[src/rtl/uart_packet_decoder_if.sv]
// uart_packet_decoder_if: byte-stream input and write-request output bundle of the packet decoder
//   uart_rx_valid/uart_rx_data   received byte strobe and value
//   parity_error                 byte fault, qualified by uart_rx_valid
//   stop_bit_unstable            level line fault from the receiver
//   out_valid/out_ready          write request handshake
//   out_address/out_data         pending write address and byte
//   packet_done/error            one-cycle completion / abort pulses
//   overflow_sticky              set when a payload byte had to be dropped
//   master: decoder side, slave: byte source and write consumer side
interface uart_packet_decoder_if #(
    parameter int ADDRESS_WIDTH = 32
);
    logic                     uart_rx_valid;
    logic [7:0]               uart_rx_data;
    logic                     parity_error;
    logic                     stop_bit_unstable;
    logic                     out_valid;
    logic                     out_ready;
    logic [ADDRESS_WIDTH-1:0] out_address;
    logic [7:0]               out_data;
    logic                     packet_done;
    logic                     error;
    logic                     overflow_sticky;

    modport master (
        input  uart_rx_valid, uart_rx_data, parity_error, stop_bit_unstable, out_ready,
        output out_valid, out_address, out_data, packet_done, error, overflow_sticky
    );

    modport slave (
        output uart_rx_valid, uart_rx_data, parity_error, stop_bit_unstable, out_ready,
        input  out_valid, out_address, out_data, packet_done, error, overflow_sticky
    );
endinterface

[src/rtl/uart_packet_decoder.sv]
// uart_packet_decoder: turns MAGIC/LEN/ADDR/payload byte packets into addressed byte write requests
//   clock  rising-edge clock
//   clear  asynchronous active-high reset
//   bus    uart_packet_decoder_if.master: rx byte stream in, write request, status pulses out
module uart_packet_decoder #(
    parameter logic [7:0] MAGIC = 8'h51,
    parameter int ADDRESS_WIDTH = 32
) (
    input logic clock,
    input logic clear,
    uart_packet_decoder_if.master bus
);
    typedef enum logic [2:0] {IDLE, LEN_HI, LEN_LO, ADDR, DATA} state_t;
    state_t                   state;
    logic [15:0]              len;
    logic [15:0]              index;
    logic [1:0]               addr_index;
    logic [ADDRESS_WIDTH-1:0] addr;
    logic                     fault;

    always_comb fault = (bus.uart_rx_valid && bus.parity_error) || bus.stop_bit_unstable;

    always_ff @(posedge clock or posedge clear) begin
        if (clear) begin
            state               <= IDLE;
            len                 <= '0;
            index               <= '0;
            addr_index          <= '0;
            addr                <= '0;
            bus.out_valid       <= 1'b0;
            bus.out_address     <= '0;
            bus.out_data        <= '0;
            bus.packet_done     <= 1'b0;
            bus.error           <= 1'b0;
            bus.overflow_sticky <= 1'b0;
        end else begin
            bus.packet_done <= 1'b0;
            bus.error       <= 1'b0;
            // accept retires the request; a payload byte below may reload it in the same cycle
            if (bus.out_valid && bus.out_ready)
                bus.out_valid <= 1'b0;
            // line faults abort a packet in progress but are silent while idle
            if (fault) begin
                bus.error <= state != IDLE;
                state     <= IDLE;
            end else if (bus.uart_rx_valid) begin
                case (state)
                    IDLE: begin
                        if (bus.uart_rx_data == MAGIC)
                            state <= LEN_HI;
                    end
                    LEN_HI: begin
                        len[15:8] <= bus.uart_rx_data;
                        state     <= LEN_LO;
                    end
                    LEN_LO: begin
                        len[7:0]   <= bus.uart_rx_data;
                        addr_index <= '0;
                        addr       <= '0;
                        state      <= ADDR;
                    end
                    ADDR: begin
                        addr       <= (addr << 8) | ADDRESS_WIDTH'(bus.uart_rx_data);
                        addr_index <= addr_index + 2'd1;
                        index      <= '0;
                        if (addr_index == 2'd3) begin
                            state           <= len == 16'd0 ? IDLE : DATA;
                            bus.packet_done <= len == 16'd0;
                        end
                    end
                    DATA: begin
                        // a still-unaccepted request cannot take another byte: drop and abort
                        if (bus.out_valid && !bus.out_ready) begin
                            bus.overflow_sticky <= 1'b1;
                            bus.error           <= 1'b1;
                            state               <= IDLE;
                        end else begin
                            bus.out_valid   <= 1'b1;
                            bus.out_data    <= bus.uart_rx_data;
                            bus.out_address <= addr + ADDRESS_WIDTH'(index);
                            index           <= index + 16'd1;
                            if (index == len - 16'd1) begin
                                bus.packet_done <= 1'b1;
                                state           <= IDLE;
                            end
                        end
                    end
                    default: state <= IDLE;
                endcase
            end
        end
    end
endmodule
[src/flat_wrapper.sv]
// flat-port wrapper written by rule: the top's interface ports become plain ports
module uart_packet_decoder_flat 
#(
    parameter logic [7:0] MAGIC = 8'h51,
    parameter int ADDRESS_WIDTH = 32
)
  (clock, clear, bus_uart_rx_valid, bus_uart_rx_data, bus_parity_error, bus_stop_bit_unstable, bus_out_ready, bus_out_valid, bus_out_address, bus_out_data, bus_packet_done, bus_error, bus_overflow_sticky);
  uart_packet_decoder_if #(.ADDRESS_WIDTH(ADDRESS_WIDTH)) bus_i ();
  input logic clock;
  input logic clear;
  input wire logic [$bits(bus_i.uart_rx_valid)-1:0] bus_uart_rx_valid;
  input wire logic [$bits(bus_i.uart_rx_data)-1:0] bus_uart_rx_data;
  input wire logic [$bits(bus_i.parity_error)-1:0] bus_parity_error;
  input wire logic [$bits(bus_i.stop_bit_unstable)-1:0] bus_stop_bit_unstable;
  input wire logic [$bits(bus_i.out_ready)-1:0] bus_out_ready;
  output wire logic [$bits(bus_i.out_valid)-1:0] bus_out_valid;
  output wire logic [$bits(bus_i.out_address)-1:0] bus_out_address;
  output wire logic [$bits(bus_i.out_data)-1:0] bus_out_data;
  output wire logic [$bits(bus_i.packet_done)-1:0] bus_packet_done;
  output wire logic [$bits(bus_i.error)-1:0] bus_error;
  output wire logic [$bits(bus_i.overflow_sticky)-1:0] bus_overflow_sticky;
  assign bus_i.uart_rx_valid = bus_uart_rx_valid;
  assign bus_i.uart_rx_data = bus_uart_rx_data;
  assign bus_i.parity_error = bus_parity_error;
  assign bus_i.stop_bit_unstable = bus_stop_bit_unstable;
  assign bus_i.out_ready = bus_out_ready;
  assign bus_out_valid = bus_i.out_valid;
  assign bus_out_address = bus_i.out_address;
  assign bus_out_data = bus_i.out_data;
  assign bus_packet_done = bus_i.packet_done;
  assign bus_error = bus_i.error;
  assign bus_overflow_sticky = bus_i.overflow_sticky;
  uart_packet_decoder #(.MAGIC(MAGIC), .ADDRESS_WIDTH(ADDRESS_WIDTH)) u_core (.clock(clock), .clear(clear), .bus(bus_i));
endmodule
[config.mk]
export PLATFORM = sky130hd
export DESIGN_NAME = uart_packet_decoder_flat
export DESIGN_NICKNAME = d
export VERILOG_FILES = /design/src/rtl/uart_packet_decoder_if.sv /design/src/rtl/uart_packet_decoder.sv /design/src/flat_wrapper.sv
export SDC_FILE = /design/constraint.sdc
export NUM_CORES = 1
export LEC_CHECK = 0
export BUFFER_PORTS_ARGS = -buffer_cell sky130_fd_sc_hd__buf_2
export CORE_MARGIN = 2
export CORE_UTILIZATION = 45
export CTS_CLUSTER_SIZE = 8
export DETAILED_ROUTE_END_ITERATION = 7
export SLEW_MARGIN = 25
export SYNTH_ARGS = -nofsm -noshare
export SYNTH_HDL_FRONTEND = slang
export SYNTH_SLANG_ARGS = --single-unit
export TNS_END_PERCENT = 5
[constraint.sdc]
create_clock -name clock -period 4 [get_ports clock]
set_input_delay 0.2 -clock clock [delete_from_list [all_inputs] [get_ports clock]]
set_output_delay 0.2 -clock clock [all_outputs]
set_load 0.03 [all_outputs]
==> results of run 1 <==
==> per-layer routing <==
metal / global-route usage [%] / up-vias / share of wire, %
met5: 0 / - / 0
met4: 9.56 / 0 / 2.1
met3: 5.75 / 27 / 4.8
met2: 35.8 / 132 / 47
met1: 30.8 / 2372 / 46
li1: - / 2390 / -
==> power breakdown <==
part           total, mW  switching, mW  leakage (nW)  internal [mW]
clock network       1.55          0.529         0.298           1.02
registers           1.15       0.000866          1.57           1.15
logic             0.0522         0.0395          1.59         0.0127
==> sequential cells by signal, indices dropped and copies added (netlist names) <==
name	cells
u_core.bus.packet_done	1
u_core.state	3
u_core.bus.out_address	32
u_core.index	16
u_core.bus.out_valid	1
u_core.bus.overflow_sticky	1
u_core.addr	32
u_core.bus.out_data	8
u_core.len	16
u_core.addr_index	2
u_core.bus.error	1
==> final timing paths <==
kind / from / end / slack, ps
min reg2reg: u_core.bus.out_data[3]$_DFFE_PP0P_ / u_core.bus.out_data[3]$_DFFE_PP0P_ / 470
min: bus_uart_rx_data[7] / u_core.bus.out_data[7]$_DFFE_PP0P_ / 60
min in group asynchronous: clear / u_core.len[0]$_DFFE_PP0P_ / 370
max reg2reg: u_core.index[3]$_DFFE_PP0P_ / u_core.bus.out_address[31]$_DFFE_PP0P_ / 1230
max in group asynchronous: clear / u_core.index[10]$_DFFE_PP0P_ / 2760
max: u_core.index[3]$_DFFE_PP0P_ / u_core.bus.out_address[31]$_DFFE_PP0P_ / 1230
==> cell usage after synthesis (all sizes together), types with 6 or more instances <==
| cell | instances |
|---|---|
| a21o | 6 |
| a21oi | 21 |
| a22o | 25 |
| a31oi | 12 |
| and3 | 8 |
| clkbuf | 26 |
| dfrtp | 113 |
| ha | 19 |
| inv | 20 |
| mux2 | 16 |
| nand2 | 98 |
| nand2b | 6 |
| nand3 | 28 |
| nand4 | 14 |
| nor2 | 30 |
| nor3 | 12 |
| nor4 | 7 |
| o21ai | 47 |
| or3 | 9 |
| xnor2 | 33 |
| xor2 | 24 |
==> cell type report <==
class / instances / share of cell area [%]
clock inverters: 11 / 1.89
multi-input cells: 474 / 42.8
clock buffers: 21 / 6.59
repair buffers: 66 / 4.98
flip-flops and latches: 113 / 39.6
well taps: 176 / 3.08
inverters: 20 / 1.09
==> worst max-delay path, delay by kind of cell (launching register included) <==
kind,cells,cell delay (ps)
AOI/OAI and AO/OA,4,1070
and+or+nand+nor,3,790
DFF,1,460
adders and majority gates,1,380
==> kinds of logic after synthesis <==
kind of cell,count (synthesis)
simple gates,241
compound gates,139
flops,113
xor+xnor,57
buf+inv,49
fa+ha+maj,20
mux,17
==> stage by stage <==
step                setup slack, ps  cell area [sq um]  util, %
finish                         1230               7140     54.1
detailed placement             1260               6530     49.5
global placement               1290               6530     49.5
CTS                            1250               7140     54.1
global route                   1050               7140     54.1
floorplan                       813               6070        -
==> timing repair <==
item                                    4_1_cts  5_1_grt
endpoints found under the hold margin        36        0
endpoints found under the setup margin        0        0
hold buffers                                  1        0
==> results.py, run 1 <==
metrics = {
    "logic_synthesis": {
        "synth_top_family_by_area": "simple AND/OR/NAND/NOR gates",
        "ys.flop_type": "dfrtp_1",
        "netlist_instances": 636,
        "synth_compound_area_share_pct": 15.1,
        "syn_area_per_cell_sq_um": 9.55,
        "synth-xor-area-share_pct": 8.22,
        "synth_nets": 670,
        "synth_mux_area_share_pct": 3.13,
        "async_flop_share_pct": 100,
        "ys_types": 60,
        "synth-edff-count": 0,
        "yosysTopAreaCell": "dfrtp_1",
        "ys_seq_area_share_pct": 46.5,
        "synth.top_cell.area_share_pct": 46.5,
        "yosys.area_share.simple_pct": 19.6,
        "synthAdderAreaFrac_pct": 4.24,
        "ys_seq_elements": 113,
        "ys_warn_count": 0,
        "synth_area_leaders": "dfrtp_1 47%, nand2_1 6.1%, xnor2_1 4.8%, ha_1 3.9%, a22o_1 3.6%",
        "synth_area_sq_mm": 0.00607,
    },
    "timing": {
        "post-route-period-util_pct": 69.3,
        "slew_headroom_pct": 52.9,
        "skew_ps": 7.82,
        "fin_hold_ws_ps": 57.3,
        "rsz0062_at_grt": "false",
        "period_needed_ps": 2770,
        "setup_viol": 0,
        "max_freq_mhz": 361,
        "finalHoldViolCount": 0,
        "maxSlewViolCount": 0,
        "tightest_slew_ps": 707,
        "setup_tns_ps": 0,
    },
    "power_and_ir_drop": {
        "total_power_mw": 2.75,
        "power.leakage_nw": 3.47,
        "powerDensity_mw_per_mm2": 385,
        "vdd_drop_max_uv": 220,
    },
    "global_routing": {
        "grt_pass1_vias": 4818,
        "grt_pass1_wl_um": 25600,
        "overflow": 0,
        "antenna_found_initial": 0,
        "grt_max_degree": 76,
        "grt_usage_pct": 23.0,
    },
    "setup_path": {
        "worst_ep_arrival_time_ps": 3130,
        "r2r_cells": 8,
        "cpPeakStageDelay_ps": 490,
        "path_cells": "ha_1 > a21o_1 > a21oi_1 > a211oi_1 > o21ai_1 > nand2_1 > or4b_1 > nand3_1",
        "worst-setup-path-type": "flop to flop",
        "worstSetupEndpointType": "flop",
        "required_ps": 4350,
        "cp_slowest_cell": "o21ai_1",
        "start_kind": "flop",
        "path_max_fanout": 8,
    },
    "layout": {
        "num_antenna_cells": 0,
        "n_fill_cell": 1235,
        "multi_input_area_sq_mm": 0.00306,
        "final_cell_mix": "113 x dfrtp_1, 98 x nand2_1, 57 x buf_2",
        "final-seq-area_sq_mm": 0.00283,
        "final_common_cell": "dfrtp_1",
        "fin_cells": 881,
        "final_nets": 726,
        "drive_gt1_share_pct": 14.5,
        "syn_to_final_growth_pct": 17.6,
    },
    "floorplan": {
        "io_pins": 58,
        "core_area_sq_mm": 0.0132,
        "placementRows": 42,
        "die_x_um": 120,
        "die_y_um": 120,
        "start_util_pct": 46.1,
        "die_area_sq_mm": 0.0144,
    },
    "route": {
        "drtPass1Iterations": 5,
        "wl_per_cell_um": 17.4,
        "drc_errors": 0,
        "viasPerCell": 5.59,
        "vias": 4921,
        "drt-initial-drc-count": 315,
        "wl_um": 15300,
        "ant_nets": 0,
    },
    "placed_design": {
        "place_inst": 848,
        "hpwl_um": 11100,
        "port-buffer-count": 57,
        "place_congestion": 0.872,
    },
    "clock_tree": {
        "clk_path_buf_depth": 2,
        "cts_max_level": 4,
        "ctsResizeCount": 0,
        "clock_latency_ps": 420,
        "clk_pin_slew_worst_paths_ps": 50,
        "tritoncts": "yes",
        "cts_setup_buffers": 0,
        "clock-sinks": 113,
        "ctsRootBufferMaster": "clkbuf_16",
        "cts_buffers": 17,
    },
    "hold_path": {
        "min_path_type": "input pin to flop",
        "holdPathStages": 3,
    },
    "run": {
        "maxCapViolations": 0,
    },
    "run_status": {
        "status": "finished clean",
    },
}
Power figures use the tool's default switching activity.
==> run 2, diff against run 1 <==
- ABC_AREA: default -> 1
- clock period: 4 -> 2.7 ns (I/O delays scaled with it)
==> results.py, run 2 <==
metrics = {
    "logic_synthesis": {
        "synth_nets": 899,
        "synth-edff-count": 0,
        "ys_seq_area_share_pct": 43.1,
        "netlist_instances": 865,
        "synth.most_common_cell": "nand2_1",
        "ys_types": 51,
        "ys_seq_elements": 113,
        "synth_area_sq_mm": 0.00656,
        "synth.top_cell.area_share_pct": 43.1,
        "ys.flop_type": "dfrtp_1",
        "ys_warn_count": 0,
        "async_flop_share_pct": 100,
        "synth_area_leaders": "dfrtp_1 43%, nand2_1 13%, inv_1 5.7%, o21ai_0 5.0%, nand3_1 4.7%",
        "yosysTopAreaCell": "dfrtp_1",
        "syn_area_per_cell_sq_um": 7.58,
        "yosys-top-cells-count": "233 x nand2_1, 113 x dfrtp_1, 100 x inv_1",
    },
    "setup_path": {
        "required_ps": 2980,
        "r2r_cells": 11,
        "worst_ep_arrival_time_ps": 2680,
        "path_max_fanout": 4,
        "worst-setup-path-type": "flop to flop",
        "worstSetupEndpointType": "flop",
        "cp_slowest_cell": "fa_1",
        "start_kind": "flop",
        "path_cells": "ha_2 > inv_1 > fa_1 > inv_1 > nand2_1 > o21ai_2 > a21boi_2 > o21ai_1 > a21oi_1 > xor2_1 > o21ai_0",
        "cp_common_cell": "inv_1",
        "cpPeakStageDelay_ps": 390,
    },
    "clock_tree": {
        "cts_max_level": 4,
        "clock_latency_ps": 420,
        "clk_pin_slew_worst_paths_ps": 50,
        "clock-sinks": 113,
        "clk_path_buf_depth": 2,
        "tritoncts": "yes",
        "cts_buffers": 17,
        "ctsRootBufferMaster": "clkbuf_16",
    },
    "timing": {
        "setup_viol": 0,
        "finalHoldViolCount": 0,
        "skew_ps": 8.06,
        "slew_headroom_pct": 59.1,
        "post-route-period-util_pct": 88.8,
        "tightest_slew_ps": 613,
        "maxSlewViolCount": 0,
        "rsz0062_at_grt": "false",
        "period_needed_ps": 2400,
        "max_freq_mhz": 417,
    },
    "layout": {
        "fin_cells": 1134,
        "n_fill_cell": 1429,
        "drive_gt1_share_pct": 16.2,
        "num_antenna_cells": 0,
        "final_nets": 972,
        "fin_area_sq_mm": 0.00775,
        "final_cell_mix": "233 x nand2_1, 113 x dfrtp_1, 99 x inv_1",
        "top_regs": "u_core.addr (32), u_core.bus.out_address (32)",
        "final_common_cell": "nand2_1",
        "syn_to_final_growth_pct": 18.3,
    },
    "floorplan": {
        "die_y_um": 125,
        "die_area_sq_mm": 0.0155,
        "start_util_pct": 45.6,
        "die_x_um": 125,
        "placementRows": 44,
        "io_pins": 58,
        "core_area_sq_mm": 0.0144,
    },
    "route": {
        "drt-initial-drc-count": 358,
        "wl_per_cell_um": 15.8,
        "viasPerCell": 5.27,
        "wl_um": 17900,
        "drc_errors": 0,
        "ant_nets": 0,
        "drtPass1Iterations": 5,
        "vias": 5976,
    },
    "placed_design": {
        "hpwl_um": 13300,
        "place_congestion": 0.986,
        "place_inst": 1100,
        "placed_area_sq_mm": 0.00710,
        "port-buffer-count": 57,
    },
    "power_and_ir_drop": {
        "power.leakage_nw": 4.15,
        "powerDensity_mw_per_mm2": 593,
        "vdd_drop_max_uv": 454,
    },
    "run": {
        "maxCapViolations": 0,
    },
    "global_routing": {
        "antenna_found_initial": 0,
        "overflow": 0,
        "grt_pass1_wl_um": 29800,
        "grt_pass1_vias": 5805,
        "grt_max_degree": 114,
        "grt_usage_pct": 24.5,
    },
    "hold_path": {
        "holdPathStages": 4,
        "min_path_type": "input pin to flop",
    },
    "run_status": {
        "status": "finished clean",
    },
}
-- run 2: changes by cell type in the layout (fill, tap and decap cells not counted), sizes merged, moves of 9 or more --
cell   change
or3        -9
xor2      -10
nand2    +144
inv       +92
xnor2     -27
o22ai     +20
mux2      -16
o21ai     +29
nor2      +44
nand3     +37
a22o      -24
nor3      +15
-- run 2: per-stage QoR --
| stage | util [%] | hold WS, ps | setup TNS [ps] | total power, mW | setup WS (ps) |
|---|---|---|---|---|---|
| final | 54.0 | 75.8 | 0 | 4.60 | 302 |
| after global placement | 49.4 | 364 | -53.9 | 2.24 | -53.9 |
| after global routing | 54.0 | 103 | 0 | 4.77 | 51.4 |
| after CTS | 53.8 | 65.4 | 0 | 4.62 | 110 |
| after detailed placement | 49.4 | 364 | -7.35 | 2.24 | -7.35 |
| after floorplan | - | 326 | 0 | 2.10 | 556 |
-- run 2: what timing repair did --
item	CTS	global route
setup endpoints to repair	1	3
resized for setup	1	3
pin swaps	0	1
endpoints found under the hold margin	113	0
buffers inserted	0	2
hold buffers	1	0
-- run 2: final cells by class --
cell class | count | area (sq um) | share of cell area (%)
clock buffer | 21 | 460 | 5.94
clock inverter | 10 | 159 | 2.05
inverter | 115 | 438 | 5.65
multi-input combinational | 620 | 3230 | 41.7
sequential | 113 | 2830 | 36.5
tap | 184 | 230 | 2.97
timing repair buffer | 71 | 405 | 5.23
-- run 2: cells by family (layout without fill, tap and decap cells) --
kind of cell	count (synthesis)	in the layout	synth area share (%)
compound gates	146	146	12.4
xor+xnor	20	20	2.67
fa+ha+maj	20	20	3.93
buf+inv	132	217	7.71
flops	113	113	43.1
simple gates	434	434	30.1
-- run 2: power breakdown --
part           internal [mW]  switching, mW  leakage [nW]  total (mW)
combinational          0.147          0.305          2.44       0.452
clock                   1.58          0.793         0.299        2.37
sequential              1.73         0.0391          1.42        1.77
total                   3.46           1.14          4.15        4.60
-- run 2: final timing paths --
check	slack, ps	startpoint	end
setup / recovery	300	u_core.index[0]$_DFFE_PP0P_	u_core.bus.out_address[14]$_DFFE_PP0P_
hold / removal	80	bus_out_ready	u_core.bus.overflow_sticky$_DFFE_PP0P_
setup reg to reg	300	u_core.index[0]$_DFFE_PP0P_	u_core.bus.out_address[14]$_DFFE_PP0P_
hold reg to reg	470	u_core.bus.out_address[27]$_DFFE_PP0P_	u_core.bus.out_address[27]$_DFFE_PP0P_
max in group asynchronous	1810	clear	u_core.state[0]$_DFFE_PP0P_
min in group asynchronous	430	clear	u_core.bus.out_address[8]$_DFFE_PP0P_
-- run 2: layer usage --
layer  track usage [%]  part of all wire (%)  vias up
li1                  -                     -     2978
met1              34.5                    49     2818
met4              9.98                   2.5        0
met2              37.1                    44      151
met5                 0                     0        -
met3              4.64                   4.8       29
-- run 2: worst max-delay path: cells and delay by family, from the launching register on --
| family | cells | cell delay [ps] |
|---|---|---|
| flip-flops | 1 | 360 |
| AO/OA/AOI/OAI | 5 | 780 |
| buffers and inverters | 2 | 180 |
| AND/OR/NAND/NOR | 1 | 80 |
| XOR/XNOR | 1 | 260 |
| adder cells (fa/ha/maj) | 2 | 600 |
==> run 3, diff against run 2 <==
- CORE_UTILIZATION: 45 -> 25
==> results.py, run 3 (synthesized netlist as in run 2, its figures left out) <==
metrics = {
    "timing": {
        "maxSlewViolCount": 0,
        "setup_viol": 0,
        "rsz0062_at_grt": "false",
        "setup_tns_ps": 0,
        "tightest_slew_ps": 684,
        "max_freq_mhz": 399,
        "fin_hold_ws_ps": 76.6,
        "finalHoldViolCount": 0,
        "period_needed_ps": 2500,
        "post-route-period-util_pct": 92.7,
        "skew_ps": 9.36,
        "slew_headroom_pct": 54.3,
    },
    "layout": {
        "syn_to_final_growth_pct": 20.9,
        "multi_input_area_sq_mm": 0.00323,
        "num_antenna_cells": 0,
        "final_cell_mix": "232 x nand2_1, 113 x dfrtp_1, 99 x inv_1",
        "n_fill_cell": 2800,
        "final_common_cell": "nand2_1",
        "drive_gt1_share_pct": 16.4,
        "fin_util_pct": 30.6,
        "final-seq-area_sq_mm": 0.00283,
        "top_regs": "u_core.addr (32), u_core.bus.out_address (32)",
        "final_nets": 974,
    },
    "hold_path": {
        "hold_start": "bus_out_ready",
        "min_path_type": "input pin to flop",
    },
    "floorplan": {
        "die_y_um": 166,
        "placementRows": 59,
        "die_area_sq_mm": 0.0275,
        "core_area_sq_mm": 0.0259,
        "start_util_pct": 25.3,
        "io_pins": 58,
        "die_x_um": 166,
    },
    "setup_path": {
        "cpPeakStageDelay_ps": 390,
        "path_cells": "ha_1 > inv_1 > fa_1 > inv_1 > nand2_1 > o21ai_2 > a21boi_1 > o21ai_1 > a21oi_1 > xor2_1 > o21ai_0",
        "worst-setup-path-type": "flop to flop",
        "r2r_start": "u_core.index[0]$_DFFE_PP0P_",
        "cp_common_cell": "inv_1",
        "worstSetupEndpointType": "flop",
        "crit_start": "u_core.index[0]$_DFFE_PP0P_",
        "path_max_fanout": 4,
        "worst_ep_arrival_time_ps": 2800,
        "start_kind": "flop",
        "required_ps": 3000,
        "cp_slowest_cell": "dfrtp_1",
    },
    "clock_tree": {
        "ctsRootBufferMaster": "clkbuf_16",
        "clk_path_buf_depth": 2,
        "clock_latency_ps": 430,
        "cts_buffers": 17,
        "clk_pin_slew_worst_paths_ps": 60,
        "clock-sinks": 113,
        "cts_max_level": 4,
        "tritoncts": "yes",
    },
    "placed_design": {
        "place_congestion": 0.874,
        "hpwl_um": 14800,
        "port-buffer-count": 57,
    },
    "power_and_ir_drop": {
        "p_clk_share_pct": 50.8,
        "power_frac_seq_pct": 39.1,
        "switching_share_pct": 25.6,
        "p_comb_share_pct": 10.1,
        "switchingPower_mw": 1.16,
        "intPower_mw": 3.36,
        "power.leakage_nw": 4.15,
        "powerDensity_mw_per_mm2": 570,
        "vdd_drop_max_uv": 446,
    },
    "global_routing": {
        "antenna_found_initial": 0,
        "grt_usage_pct": 14.3,
        "grt_pass1_vias": 5669,
        "grt_pass1_wl_um": 30900,
        "grt_max_degree": 35,
        "overflow": 0,
    },
    "route": {
        "drtPass1Iterations": 5,
        "drc_errors": 0,
        "vias": 6029,
        "wl_um": 19300,
        "wl_per_cell_um": 15.0,
        "ant_nets": 0,
        "drt-initial-drc-count": 538,
        "viasPerCell": 4.68,
    },
    "run": {
        "maxCapViolations": 0,
    },
    "run_status": {
        "status": "finished clean",
    },
}
run 3: changes by cell type in the layout (fill, tap and decap cells not counted), sizes merged:
| cell | change |
|---|---|
| buf | +2 |
| bufinv | -1 |
| clkbuf | -1 |
| clkinv | +1 |
| clkinvlp | +1 |
run 3: layer usage:
layer	up-vias	routed length, um	track usage (%)
met4	0	386	5.10
met1	2868	9050	19.6
met5	-	0	0
met3	31	990	3.34
met2	145	8920	22.0
li1	2985	-	-
run 3: stage by stage:
stage | worst slack (ps) | cells | area (sq um) | total power [mW]
6_report | 196 | 1287 | 7930 | 4.52
2_1_floorplan | 556 | 865 | 6560 | 2.10
3_5_place_dp | 56.8 | 1254 | 7310 | 2.25
5_1_grt | 21.9 | 1287 | 7930 | 4.70
3_3_place_gp | 40.4 | 1254 | 7310 | 2.24
4_1_cts | 46.2 | 1286 | 7910 | 4.56
run 3: worst paths after layout:
check,depth (start not counted),slack (ps),end
setup / recovery,11,200,u_core.bus.out_address[14]$_DFFE_PP0P_
hold / removal,4,80,u_core.bus.overflow_sticky$_DFFE_PP0P_
setup reg to reg,11,200,u_core.bus.out_address[14]$_DFFE_PP0P_
hold reg to reg,2,470,u_core.bus.overflow_sticky$_DFFE_PP0P_
max in group asynchronous,4,1560,u_core.bus.out_data[2]$_DFFE_PP0P_
min in group asynchronous,3,360,u_core.bus.out_address[2]$_DFFE_PP0P_
run 3: area by class of cell:
class | count | share of cell area, %
multi-input cells | 620 | 40.7
flip-flops and latches | 113 | 35.7
clock buffers | 20 | 5.76
inverters | 115 | 5.52
repair buffers | 73 | 5.30
well taps | 335 | 5.29
clock inverters | 11 | 1.74
run 3: power groups by stage:
stage	registers (mW)	clock network (mW)	logic (mW)
after floorplan	1.78	0	0.312
after global placement	1.79	0	0.450
after detailed placement	1.80	0	0.451
after CTS	1.77	2.34	0.456
after global routing	1.77	2.41	0.515
final	1.77	2.30	0.456
run 3: worst max-delay path, delay by kind of cell (launching register included):
family | cells | cell delay [ps]
AOI/OAI and AO/OA | 5 | 830
adders and majority gates | 2 | 620
DFF | 1 | 390
xor gates and xnor gates | 1 | 250
buffers and inverters | 2 | 200
and+or+nand+nor | 1 | 90
run 3: timing repair:
action / CTS / global route
buffers inserted: 0 / 1
hold buffers: 1 / 0
endpoints found under the setup margin: 0 / 2
hold endpoints to repair: 24 / 0
gates resized for setup: 0 / 3
